==> src/rtl/game_move_sequencer_pkg.sv <==
// Shared constants, mode encoding and direction code helpers for the move sequencer.
package game_move_sequencer_pkg;

    localparam int DEPTH_DEF = 16;
    localparam int AW_DEF    = 4;

    localparam logic [3:0] DIR_UP    = 4'b1000;
    localparam logic [3:0] DIR_DOWN  = 4'b0100;
    localparam logic [3:0] DIR_LEFT  = 4'b0010;
    localparam logic [3:0] DIR_RIGHT = 4'b0001;
    localparam logic [3:0] DIR_NONE  = 4'b0000;

    typedef enum logic [1:0] {
        MODE_LIVE   = 2'b00,
        MODE_RECORD = 2'b01,
        MODE_REPLAY = 2'b10,
        MODE_HOLD   = 2'b11
    } mode_e;

    // One-hot direction to 2-bit storage code; only called with a non-zero legal move.
    function automatic logic [1:0] dir_encode(input logic [3:0] d);
        logic [1:0] c;
        case (d)
            DIR_UP:    c = 2'b00;
            DIR_DOWN:  c = 2'b01;
            DIR_LEFT:  c = 2'b10;
            DIR_RIGHT: c = 2'b11;
            default:   c = 2'b00;
        endcase
        return c;
    endfunction

    // 2-bit storage code back to one-hot direction.
    function automatic logic [3:0] dir_decode(input logic [1:0] c);
        logic [3:0] d;
        case (c)
            2'b00:   d = DIR_UP;
            2'b01:   d = DIR_DOWN;
            2'b10:   d = DIR_LEFT;
            default: d = DIR_RIGHT;
        endcase
        return d;
    endfunction

    // Legal raw codes: a single hot bit, or no direction at all.
    function automatic logic dir_legal(input logic [3:0] d);
        return (d == DIR_UP) || (d == DIR_DOWN) || (d == DIR_LEFT) ||
               (d == DIR_RIGHT) || (d == DIR_NONE);
    endfunction

endpackage

==> src/rtl/game_move_sequencer_if.sv <==
// Direction/mode bundle between the button inputs, the sequencer and the game.
interface game_move_sequencer_if #(
    parameter int AW = 4
);
    logic [3:0]  dir_in;
    logic [1:0]  mode;
    logic [3:0]  dir_out;
    logic [AW:0] rec_count;
    logic [AW:0] play_idx;
    logic        rec_full;
    logic        play_done;
    logic        illegal;

    // Driver of buttons/switches; observes the sequencer outputs.
    modport master (
        output dir_in, mode,
        input  dir_out, rec_count, play_idx, rec_full, play_done, illegal
    );

    // The sequencer itself.
    modport slave (
        input  dir_in, mode,
        output dir_out, rec_count, play_idx, rec_full, play_done, illegal
    );
endinterface

==> src/rtl/game_move_sequencer_ram.sv <==
// Move history storage: DEPTH x 2-bit codes, synchronous write, asynchronous read, no reset.
module game_move_sequencer_ram #(
    parameter int DEPTH = 16,
    parameter int AW    = 4
) (
    input  logic          clk_i,
    input  logic          we_i,
    input  logic [AW-1:0] waddr_i,
    input  logic [1:0]    wdata_i,
    input  logic [AW-1:0] raddr_i,
    output logic [1:0]    rdata_o
);

    logic [1:0] mem_q [DEPTH];

    // Store one encoded move per enabled step.
    always_ff @(posedge clk_i) begin
        if (we_i) begin
            mem_q[waddr_i] <= wdata_i;
        end
    end

    assign rdata_o = mem_q[raddr_i];

endmodule

==> src/rtl/game_move_sequencer.sv <==
// Sanitises button directions, records legal moves and replays them one per step.
module game_move_sequencer
    import game_move_sequencer_pkg::*;
#(
    parameter int DEPTH = DEPTH_DEF,
    parameter int AW    = AW_DEF
) (
    input  logic                    clk_btn,
    input  logic                    rst_btn,
    game_move_sequencer_if.slave    bus
);

    localparam logic [AW:0] DEPTH_C = (AW+1)'(DEPTH);

    mode_e       mode_q, mode_d;
    logic [3:0]  dir_out_q, dir_out_d;
    logic [AW:0] rec_count_q, rec_count_d;
    logic [AW:0] play_idx_q, play_idx_d;
    logic        play_done_q, play_done_d;
    logic        illegal_q, illegal_d;

    logic          legal;
    logic [3:0]    san_dir;
    logic          entry;
    logic [AW:0]   rec_base;
    logic [AW:0]   play_base;
    logic          ram_we;
    logic [AW-1:0] ram_waddr;
    logic [1:0]    ram_wdata;
    logic [AW-1:0] ram_raddr;
    logic [1:0]    ram_rdata;

    game_move_sequencer_ram #(
        .DEPTH (DEPTH),
        .AW    (AW)
    ) u_hist (
        .clk_i   (clk_btn),
        .we_i    (ram_we),
        .waddr_i (ram_waddr),
        .wdata_i (ram_wdata),
        .raddr_i (ram_raddr),
        .rdata_o (ram_rdata)
    );

    // State register: mode_q is the previous sampled mode, used to detect entry.
    always_ff @(posedge clk_btn or posedge rst_btn) begin
        if (rst_btn) begin
            mode_q      <= MODE_LIVE;
            dir_out_q   <= DIR_NONE;
            rec_count_q <= '0;
            play_idx_q  <= '0;
            play_done_q <= 1'b0;
            illegal_q   <= 1'b0;
        end else begin
            mode_q      <= mode_d;
            dir_out_q   <= dir_out_d;
            rec_count_q <= rec_count_d;
            play_idx_q  <= play_idx_d;
            play_done_q <= play_done_d;
            illegal_q   <= illegal_d;
        end
    end

    // Next-state: sanitise input, then apply the per-mode action for this step.
    // Entry steps substitute zero for the pointer so clear and first access share one edge.
    always_comb begin
        mode_d      = mode_e'(bus.mode);
        legal       = dir_legal(bus.dir_in);
        san_dir     = legal ? bus.dir_in : DIR_NONE;
        entry       = (mode_d != mode_q);
        dir_out_d   = DIR_NONE;
        rec_count_d = rec_count_q;
        play_idx_d  = play_idx_q;
        play_done_d = 1'b0;
        illegal_d   = ~legal;
        rec_base    = '0;
        play_base   = '0;
        ram_we      = 1'b0;
        ram_waddr   = rec_count_q[AW-1:0];
        ram_wdata   = dir_encode(san_dir);
        ram_raddr   = play_idx_q[AW-1:0];

        case (mode_d)
            MODE_LIVE: begin
                dir_out_d = san_dir;
            end
            MODE_RECORD: begin
                rec_base  = entry ? '0 : rec_count_q;
                dir_out_d = san_dir;
                if ((san_dir != DIR_NONE) && (rec_base < DEPTH_C)) begin
                    ram_we      = 1'b1;
                    ram_waddr   = rec_base[AW-1:0];
                    rec_count_d = rec_base + 1'b1;
                end else begin
                    rec_count_d = rec_base;
                end
            end
            MODE_REPLAY: begin
                play_base = entry ? '0 : play_idx_q;
                ram_raddr = play_base[AW-1:0];
                if (play_base < rec_count_q) begin
                    dir_out_d   = dir_decode(ram_rdata);
                    play_idx_d  = play_base + 1'b1;
                    play_done_d = entry ? 1'b0 : play_done_q;
                end else begin
                    dir_out_d   = DIR_NONE;
                    play_idx_d  = play_base;
                    play_done_d = 1'b1;
                end
            end
            MODE_HOLD: begin
                play_done_d = entry ? 1'b0 : play_done_q;
            end
            default: begin
                dir_out_d = DIR_NONE;
            end
        endcase
    end

    assign bus.dir_out   = dir_out_q;
    assign bus.rec_count = rec_count_q;
    assign bus.play_idx  = play_idx_q;
    assign bus.rec_full  = (rec_count_q == DEPTH_C);
    assign bus.play_done = play_done_q;
    assign bus.illegal   = illegal_q;

endmodule

==> src/flat_wrapper.sv <==
// flat-port wrapper written by rule: the top's interface ports become plain ports
module game_move_sequencer_flat import game_move_sequencer_pkg::*;
#(
    parameter int DEPTH = DEPTH_DEF,
    parameter int AW    = AW_DEF
)
  (clk_btn, rst_btn, bus_dir_in, bus_mode, bus_dir_out, bus_rec_count, bus_play_idx, bus_rec_full, bus_play_done, bus_illegal);
  game_move_sequencer_if #(.AW(AW)) bus_i ();
  input  logic clk_btn;
  input  logic rst_btn;
  input wire logic [$bits(bus_i.dir_in)-1:0] bus_dir_in;
  input wire logic [$bits(bus_i.mode)-1:0] bus_mode;
  output wire logic [$bits(bus_i.dir_out)-1:0] bus_dir_out;
  output wire logic [$bits(bus_i.rec_count)-1:0] bus_rec_count;
  output wire logic [$bits(bus_i.play_idx)-1:0] bus_play_idx;
  output wire logic [$bits(bus_i.rec_full)-1:0] bus_rec_full;
  output wire logic [$bits(bus_i.play_done)-1:0] bus_play_done;
  output wire logic [$bits(bus_i.illegal)-1:0] bus_illegal;
  assign bus_i.dir_in = bus_dir_in;
  assign bus_i.mode = bus_mode;
  assign bus_dir_out = bus_i.dir_out;
  assign bus_rec_count = bus_i.rec_count;
  assign bus_play_idx = bus_i.play_idx;
  assign bus_rec_full = bus_i.rec_full;
  assign bus_play_done = bus_i.play_done;
  assign bus_illegal = bus_i.illegal;
  game_move_sequencer #(.DEPTH(DEPTH), .AW(AW)) u_core (.clk_btn(clk_btn), .rst_btn(rst_btn), .bus(bus_i));
endmodule
==> config.mk <==
export PLATFORM = sky130hd
export DESIGN_NAME = game_move_sequencer_flat
export DESIGN_NICKNAME = d
export VERILOG_FILES = /design/src/rtl/game_move_sequencer_pkg.sv /design/src/rtl/game_move_sequencer_if.sv /design/src/rtl/game_move_sequencer_ram.sv /design/src/rtl/game_move_sequencer.sv /design/src/flat_wrapper.sv
export SDC_FILE = /design/constraint.sdc
export NUM_CORES = 1
export LEC_CHECK = 0
export ABC_AREA = 1
export BUFFER_PORTS_ARGS = -buffer_cell sky130_fd_sc_hd__buf_2
export CORE_ASPECT_RATIO = 0.5
export CORE_UTILIZATION = 30
export DETAILED_ROUTE_END_ITERATION = 10
export GPL_TIMING_DRIVEN = 0
export PLACE_DENSITY = 0.57
export SETUP_SLACK_MARGIN = 0.15
export SLEW_MARGIN = 20
export SYNTH_ARGS = -nofsm -noshare
export SYNTH_HDL_FRONTEND = slang
export SYNTH_SLANG_ARGS = --single-unit
==> constraint.sdc <==
create_clock -name clk_btn -period 3.13 [get_ports clk_btn]
set_input_delay 0.939 -clock clk_btn [delete_from_list [all_inputs] [get_ports clk_btn]]
set_output_delay 0.939 -clock clk_btn [all_outputs]
set_load 0.01 [all_outputs]
==> results of run 1 <==
==> worst max path at each step <==
| stage | from | endpoint | slack [ns] | cells after the start |
|---|---|---|---|---|
| after floorplan | bus_mode[0] | u_core.bus.play_idx[4] | 0.30 | 11 |
| after global placement | bus_mode[1] | u_core.bus.play_idx[4] | -0.07 | 12 |
| after detailed placement | bus_mode[1] | u_core.bus.play_idx[4] | -0.15 | 12 |
| after CTS | bus_mode[1] | u_core.bus.play_idx[4] | 0.30 | 12 |
| after global routing | bus_mode[1] | u_core.bus.play_idx[4] | 0.22 | 12 |
| final | bus_mode[1] | u_core.bus.play_idx[4] | 0.38 | 12 |
==> Yosys cell counts, drive strengths merged (5+ instances only) <==
cell	instances	area share
nand4	5	0.022
nand3b	5	0.014
edfxtp	32	0.36
or2	6	0.014
xor2	6	0.020
dfrtp	18	0.17
ha	6	0.028
nand3	38	0.081
inv	48	0.069
o21ai	8	0.020
nand2	54	0.087
nor2	43	0.067
==> flip-flops by register name (all words and copies together), names as in the netlist <==
| register | flops |
|---|---|
| u_core.bus.rec_count | 5 |
| u_core.bus.play_idx | 5 |
| u_core.bus.illegal | 1 |
| u_core.bus.play_done | 1 |
| u_core.u_hist.mem_q | 32 |
| u_core.bus.dir_out | 4 |
| u_core.mode_q | 2 |
==> critical path: cells and delay by family <==
family                     cells  cell delay [ns]
AOI/OAI and AO/OA              2             0.39
buffers and inverters          1             0.14
and+or+nand+nor                6             0.78
xor gates and xnor gates       2             0.40
adders and majority gates      1             0.26
==> power by group <==
part	switching [mW]	total, mW	internal, mW
Sequential	0.0204	0.744	0.724
Clock	0.233	0.527	0.294
Combinational	0.230	0.335	0.105
Total	0.484	1.61	1.12
==> per-layer routing <==
layer / GRT usage / share of wire
met1: 0.185 / 0.47
met2: 0.247 / 0.48
met3: 0.0234 / 0.043
met4: 0.0417 / 0.0092
met5: 0 / 0
==> final cells by class <==
class	count	area, sq um
Buffer	5	28.8
Inverter	48	185
Timing Repair Buffer	24	120
Multi-Input combinational cell	186	1070
Clock inverter	2	10.0
Clock buffer	6	129
Sequential cell	50	1410
Tap cell	112	140
Fill cell	856	5250
==> metrics by stage <==
| step | util | instance area (sq um) | hold WS (ns) | power (mW) | instances |
|---|---|---|---|---|---|
| final | 0.371 | 3100 | 0.541 | 1.61 | 433 |
| after global routing | 0.371 | 3100 | 0.569 | 1.68 | 433 |
| after CTS | 0.370 | 3090 | 0.548 | 1.61 | 433 |
| after detailed placement | 0.353 | 2950 | 0.520 | 1.09 | 425 |
| after global placement | 0.353 | 2950 | 0.521 | 1.09 | 425 |
| after floorplan | - | 2690 | 0.558 | 0.989 | 289 |
==> kinds of logic (layout without fill, tap and decap cells) <==
group,count (synthesis),after routing,share of synthesized area
compound gates,17,17,0.0475
xor+xnor,8,8,0.0261
fa+ha+maj,6,6,0.0279
buf+inv,53,85,0.0796
flops,50,50,0.525
simple gates,155,155,0.294
==> repair_timing <==
item | 4_1_cts | 5_1_grt
setup buffers | 0 | 0
resized for setup | 1 | 1
setup endpoints to repair | 1 | 1
==> results.txt, run 1 <==
* Outcome: finished clean
* Clock H-tree levels: 2
- Clk_lat worst skew: 0.29 ns
- Max-cap violations: 0
* Count of yosys warnings during synthesis: 0
- Count of buffers from port buffering: 24
- DRC marker count from the first detailed-route iteration: between 70 and 80
- The number of global-route vias before repair is 1,985.
- Worst Path Required: roughly 3.3 ns
- Number of buffers created by CTS: 5
* Leftover overflow at the end of global routing: 0
- Counting flops and latches in the post-synthesis netlist gives 50.
- Mapped Cells: 289
* Largest net degree at the start of global routing: 19
* Core region area: ~8300 sq um
- Counting every sink on the clock net gives 50.
* Standard-cell rows: 23
- The routed layout has 2,066 vias.
- Number of antenna violations at the first check in global routing: 0
- At the pin with the least slew margin, the transition time is around 0.73 ns.
- Traced cell by cell, the critical path runs through buf_2 -> xnor2_1 -> nand2_4 -> nor2_2 -> ha_1 -> a21oi_1 -> nor2_1 -> a211oi_2 -> nand3_4 -> nor2_4 -> nand3_2 -> xor2_1.
- Setup Slack @ Placement: -0.151 ns
- The wire-length estimate of the detail-placed layout is around 4800 um.
- After detailed routing, the average wire length per cell comes to approximately 15 um.
- Summed over all cells, the static leakage comes to around 1.4 nW.
- After detailed routing, the number of remaining DRC violations is 0.
* IR Drop Worst-Case VDD: around 0.24 mV
- Cell at the root of the clock tree: sky130_fd_sc_hd__clkbuf_16
- The first TritonRoute pass finished after 4 iterations.
- Worst rel slew slack: 0.514
- The synthesized netlist occupies a cell area of 2690 sq um.
* Vertical die dimension: 68.9 um
* TritonCTS clock tree: done
- For this configuration, the core starts out at a cell density of 0.322.
- Placer's final routability congestion estimate: around 0.84
- The most used flip-flop cell after synthesis is sky130_fd_sc_hd__edfxtp_1.
- STA classifies the critical path endpoint as a register.
- Final setup skew: 0.00731 ns
- Count of different cell masters after synthesis: 38
* Kind of start point of the critical path: input port
* Post-synth ARST share: 0.360
- The final-report hold violation count was 0.
* Start point of the worst hold path: u_core.bus.play_done
- Fin nets: about 330
- The die covers 9360 sq um.
- Setup TNS Final: 0 ns
* CP peak stage delay: 0.26 ns
- 0 antenna diodes ended up in the layout.
- Measured along the x axis, the die boundary spans 136 um.
- Across all register-to-register paths, the minimum setup slack is around 0.8 ns.
- Once routing completed, OpenROAD measured the worst setup slack at about 0.38 ns.
* Reg clk slew, reported paths: about 0.060 ns
* Number of flops mapped to enable cells by yosys: 32
- Arrival time at the worst endpoint: just under 3 ns
* Standard cell with the maximum stage delay on the critical path: sky130_fd_sc_hd__xnor2_1
* Via density per instance: between 4 and 5
- The longest clock path from root to sink contains 2 buffers.
* Post-layout min period: 2.75 ns
- Post-synthesis to final-layout area growth: 15.2%
- In this run, post-CTS hold repair placed 0 buffers.
- Final setup violation count: 0
- Top Ports: 25
* Fraction of the yosys area taken by sequential cells: 0.525
- Most frequent standard cell in the layout excluding fill and tap cells: sky130_fd_sc_hd__nand2_1
- After detailed routing, the total wire length is roughly 6300 um.
- Based on the critical path, the design can be clocked at up to between 300 and 400 MHz.
- Capture instance of the worst register-to-register path: u_core.bus.play_idx[4]
- Worst Hold Path Cells: 1
- Leaving out fill and tap cells, the most frequent cells in the layout are sky130_fd_sc_hd__nand2_1 (48), sky130_fd_sc_hd__inv_1 (42), sky130_fd_sc_hd__nor2_1 (38).
* FF-to-FF path depth: 11
- In this run the critical register-to-register path is launched from u_core.mode_q[1].
* Share of the clock period used by the worst path after layout: 0.879
- The detail route stage leaves a number of antenna-violating nets equal to 0.
- Setup repair after global routing missed its margin: no
- For hold timing, the worst endpoint is u_core.bus.play_done.
* Post-synth net total: 303
- Crit path max fanout: 9
* Global-route usage over all layers: 0.142
- Class of the most critical hold timing path: register to register
* Slew Limit Fails: 0
* Mean area per synthesized cell: ~9.3 sq um
- PwrDens: roughly 520 nW/um^2
- In the final layout, the share of cells above drive strength 1 is 0.215.
- The first global-routing pass estimated between 9000 and 10,000 um of wire.
- Path type of the worst setup path: input port to register
No activity file was read; power rests on OpenSTA's default activity.
==> run 2, diff against run 1 <==
--- a/config.mk
+++ b/config.mk
@@ -7,7 +7,7 @@
 export LEC_CHECK = 0
 export ABC_AREA = 1
 export BUFFER_PORTS_ARGS = -buffer_cell sky130_fd_sc_hd__buf_2
-export CORE_ASPECT_RATIO = 0.5
+export CORE_ASPECT_RATIO = 1.4
 export CORE_UTILIZATION = 30
 export DETAILED_ROUTE_END_ITERATION = 10
 export GPL_TIMING_DRIVEN = 0
==> constraint.sdc (replaced) <==
create_clock -name clk_btn -period 3.1 [get_ports clk_btn]
set_input_delay 0.93 -clock clk_btn [delete_from_list [all_inputs] [get_ports clk_btn]]
set_output_delay 0.93 -clock clk_btn [all_outputs]
set_load 0.01 [all_outputs]
==> run 2 against run 1 <==
- clock power down 3%
- combinational power up 1%
- cell count down 1.6%
- global-route usage up 0.21 points
- clock-buffer cell count up 2
- total power down 0.34%
- wire length down 5.9%
- critical path depth unchanged
- sequential share of layout area up 0.055 points
- critical endpoint unchanged
==> results.txt, run 2 (synthesis results as in run 1) <==
- The number of cells on the worst reg-to-reg path came to 10 (-1).
- The total I/O pin count was 25 (unchanged).
- The H-tree level count was 2 (unchanged).
- Number of antenna violations at the first check in global routing: 0 (unchanged)
- The signal on the critical path passes through buf_2 -> xnor2_1 -> nand2_4 -> nor2_2 -> ha_1 -> a21oi_1 -> nor2_1 -> a211oi_2 -> nand3_4 -> nor2_4 -> nand3_2 -> xor2_1.
* Final setup skew: 0.00763 ns (+0.000323 ns)
- Global-route usage over all layers: 0.144 (+0.00205)
- On the critical path the largest part of the delay comes from simple AND/OR/NAND/NOR gates.
- The buffer and inverter count on the worst path was 1 (unchanged).
- The slew of the pin with the lowest slew margin is 0.673 ns (-0.0557 ns).
- Class of the most critical hold timing path: register to register
- Number of buffers on the longest clock path: 2 (unchanged)
- Standard-cell rows: 40 (+74%)
- Standard cell with the maximum stage delay on the critical path: sky130_fd_sc_hd__a211oi_2
* Via density per instance: 4.65 (-2.6%)
* Switching power: 0.463 mW (-4.3%)
* Antenna violation net count after detailed routing: 0 (unchanged)
- Final hold slack: 0.540 ns (-0.00119 ns)
- Most used cells in the layout excluding fill and tap cells: sky130_fd_sc_hd__nand2_1 (48), sky130_fd_sc_hd__inv_1 (42), sky130_fd_sc_hd__nor2_1 (38)
- STA classifies the critical path endpoint as a register.
- The internal power summed over all cells came to 1.14 mW (+1.4%).
- Vertical die dimension: 114 um (+65%)
* Register containing the most flip-flops in the final layout: u_core.u_hist.mem_q
- # placed instances: 418 (-1.6%)
- The chip width came to 82.0 um (-40%).
- TritonCTS clock tree: done
- Overall die area: 9350 sq um (-0.19%)
* Non-filler instance count after layout: 426 (-1.6%)
- The startpoint identified for the worst hold timing path is u_core.bus.play_done.
- Number of stages on the worst setup path: 12 (unchanged)
- The library cell used most frequently in the layout, excluding fill and tap cells, is sky130_fd_sc_hd__nand2_1.
- The buffers inserted during post-CTS setup optimization is 0 (unchanged).
- Overall routed net length: 5960 um (-5.9%)
- After layout, the minimum clock period comes to 2.75 ns.
* Critical Path End: u_core.bus.play_idx[4]
- The startpoint identified for the worst register-to-register timing path is u_core.bus.rec_count[2].
- The worst endpoint required time came to 3.27 ns (-0.04 ns).
- Crit path max fanout: 9 (unchanged)
* Number of vias after detailed routing: 1,980 (-4.2%)
* Core region area: 8660 sq um (+3.7%)
- The worst IR drop on VDD was 0.238 mV (-0.31%).
- First-pass detailed-route iteration total: 4 (unchanged)
- Final Hold Fails: 0 (unchanged)
* Outcome: finished clean
* Global-route wire length before repair: 9850 um (-0.77%)
- The power share of the clock group came to 0.320 (-0.008).
- Reg clk slew, reported paths: 0.06 ns (about the same)
- Sequential power share: 0.469 (+0.006)
* Kind of start point of the critical path: input port
* Arrival time at the worst endpoint: 2.93 ns (about the same)
- The count of final setup violators was 0 (unchanged).
- The number of maximum-capacitance violations was 0 (unchanged).
* Starting density of the core: 0.310 (-0.0116)
* Register-to-register setup slack: 0.68 ns (-0.12 ns)
* Total power after layout: 1.60 mW (-0.34%)
- The setup path with the least slack is of type input port to register.
- Number of flip-flops in the largest register: 32 (unchanged)
- The layout cell share with drive strength beyond 1 was 0.212 (-0.00312).
- Dividing the final minimum period by the clock period gives 0.888.
* Largest net degree at the start of global routing: 19 (unchanged)
* Setup repair after global routing missed its margin: no
* Top achievable clock speed: between 300 and 400 MHz
* PwrDens: 518 nW/um^2 (-0.22%)
* Count of buffers from port buffering: 24 (unchanged)
- Half-perimeter wire length after placement: 4500 um (-6.1%)
* Standby leakage power: 1.39 nW (about the same)
- The count of routing violations after the opening detailed-route iteration was 91 (+17%).
* Antenna fix cells: 0 (unchanged)
* Slew Limit Fails: 0 (unchanged)
- Switching power share of the total: 0.289 (-0.0119)
- Worst rel slew slack: 0.551 (+0.0372)
- The number of global-route vias before repair is 1,997 (+0.60%).
* CP peak stage delay: 0.32 ns (+0.06 ns)
- Launching element of the worst setup path: bus_mode[0]
* Leftover overflow at the end of global routing: 0 (unchanged)
- Capture instance of the worst register-to-register path: u_core.bus.play_idx[4]
- The weighted congestion reported at the end of routability-driven placement came to 0.827 (-1.7%).
- Post-synthesis to final-layout area growth: 15.1%
- The number of clock sinks came to 50 (unchanged).
- The net count of the finished layout was 334 (unchanged).
- The detailed-route wire length per cell was 14.0 um (-4.4%).
* Number of buffers created by CTS: 5 (unchanged)
* Logic pwr share: 0.212 (+0.003)
* Count of unresolved DRC violations after routing: 0 (unchanged)
- Clk_lat worst skew: 0.29 ns (about the same)
- Clock tree synthesis selected as its root buffer the cell sky130_fd_sc_hd__clkbuf_16.
run 2: cell count changes in the layout (fill, tap and decap cells not counted):
cell and delta:
sky130_fd_sc_hd__clkbuf_1 +2, sky130_fd_sc_hd__clkinv_2 -2, sky130_fd_sc_hd__xnor2_1 -1, sky130_fd_sc_hd__xnor2_2 +1
run 2: power by group through the flow:
stage	combinational, mW	sequential, mW	clock [mW]
floorplan	0.228	0.771	0
global placement	0.340	0.766	0
detailed placement	0.340	0.766	0
CTS	0.343	0.752	0.527
global route	0.378	0.755	0.551
finish	0.339	0.751	0.512
run 2: layout make-up:
class                   instances  area (sq um)
clock buffers                   8           136
flip-flops and latches         50          1410
plain buffers                   5          28.8
multi-input cells             186          1080
repair buffers                 24           120
fillers                       895          5570
well taps                     105           131
inverters                      48           185
run 2: stage by stage:
stage,setup WS (ns),area (sq um),util,TNS [ns]
floorplan,0.278,2690,-,0
global placement,-0.0641,2940,0.339,-0.123
detailed placement,-0.106,2940,0.339,-0.224
CTS,0.284,3080,0.356,0
global route,0.205,3090,0.357,0
finish,0.346,3090,0.357,0
run 2: layer usage:
layer,part of all wire,up-vias,track usage,wire [um]
met5,0,-,0,0
met4,0.035,0,0.0749,208
met3,0.028,11,0.0232,165
met2,0.53,28,0.248,3170
met1,0.41,925,0.168,2420
li1,-,1016,-,-
run 2: worst min-delay path by stage:
stage,depth (start not counted),endpoint
CTS,1,u_core.bus.play_done
finish,1,u_core.bus.play_done
global route,1,u_core.bus.play_done
global placement,1,u_core.bus.play_done
floorplan,2,u_core.bus.rec_count[4]
detailed placement,1,u_core.bus.play_done
run 2: timing repair:
item                       CTS  global route
gates resized for setup      1             2
pin swaps                    0             1
hold buffers                 0             0
setup endpoints to repair    2             2
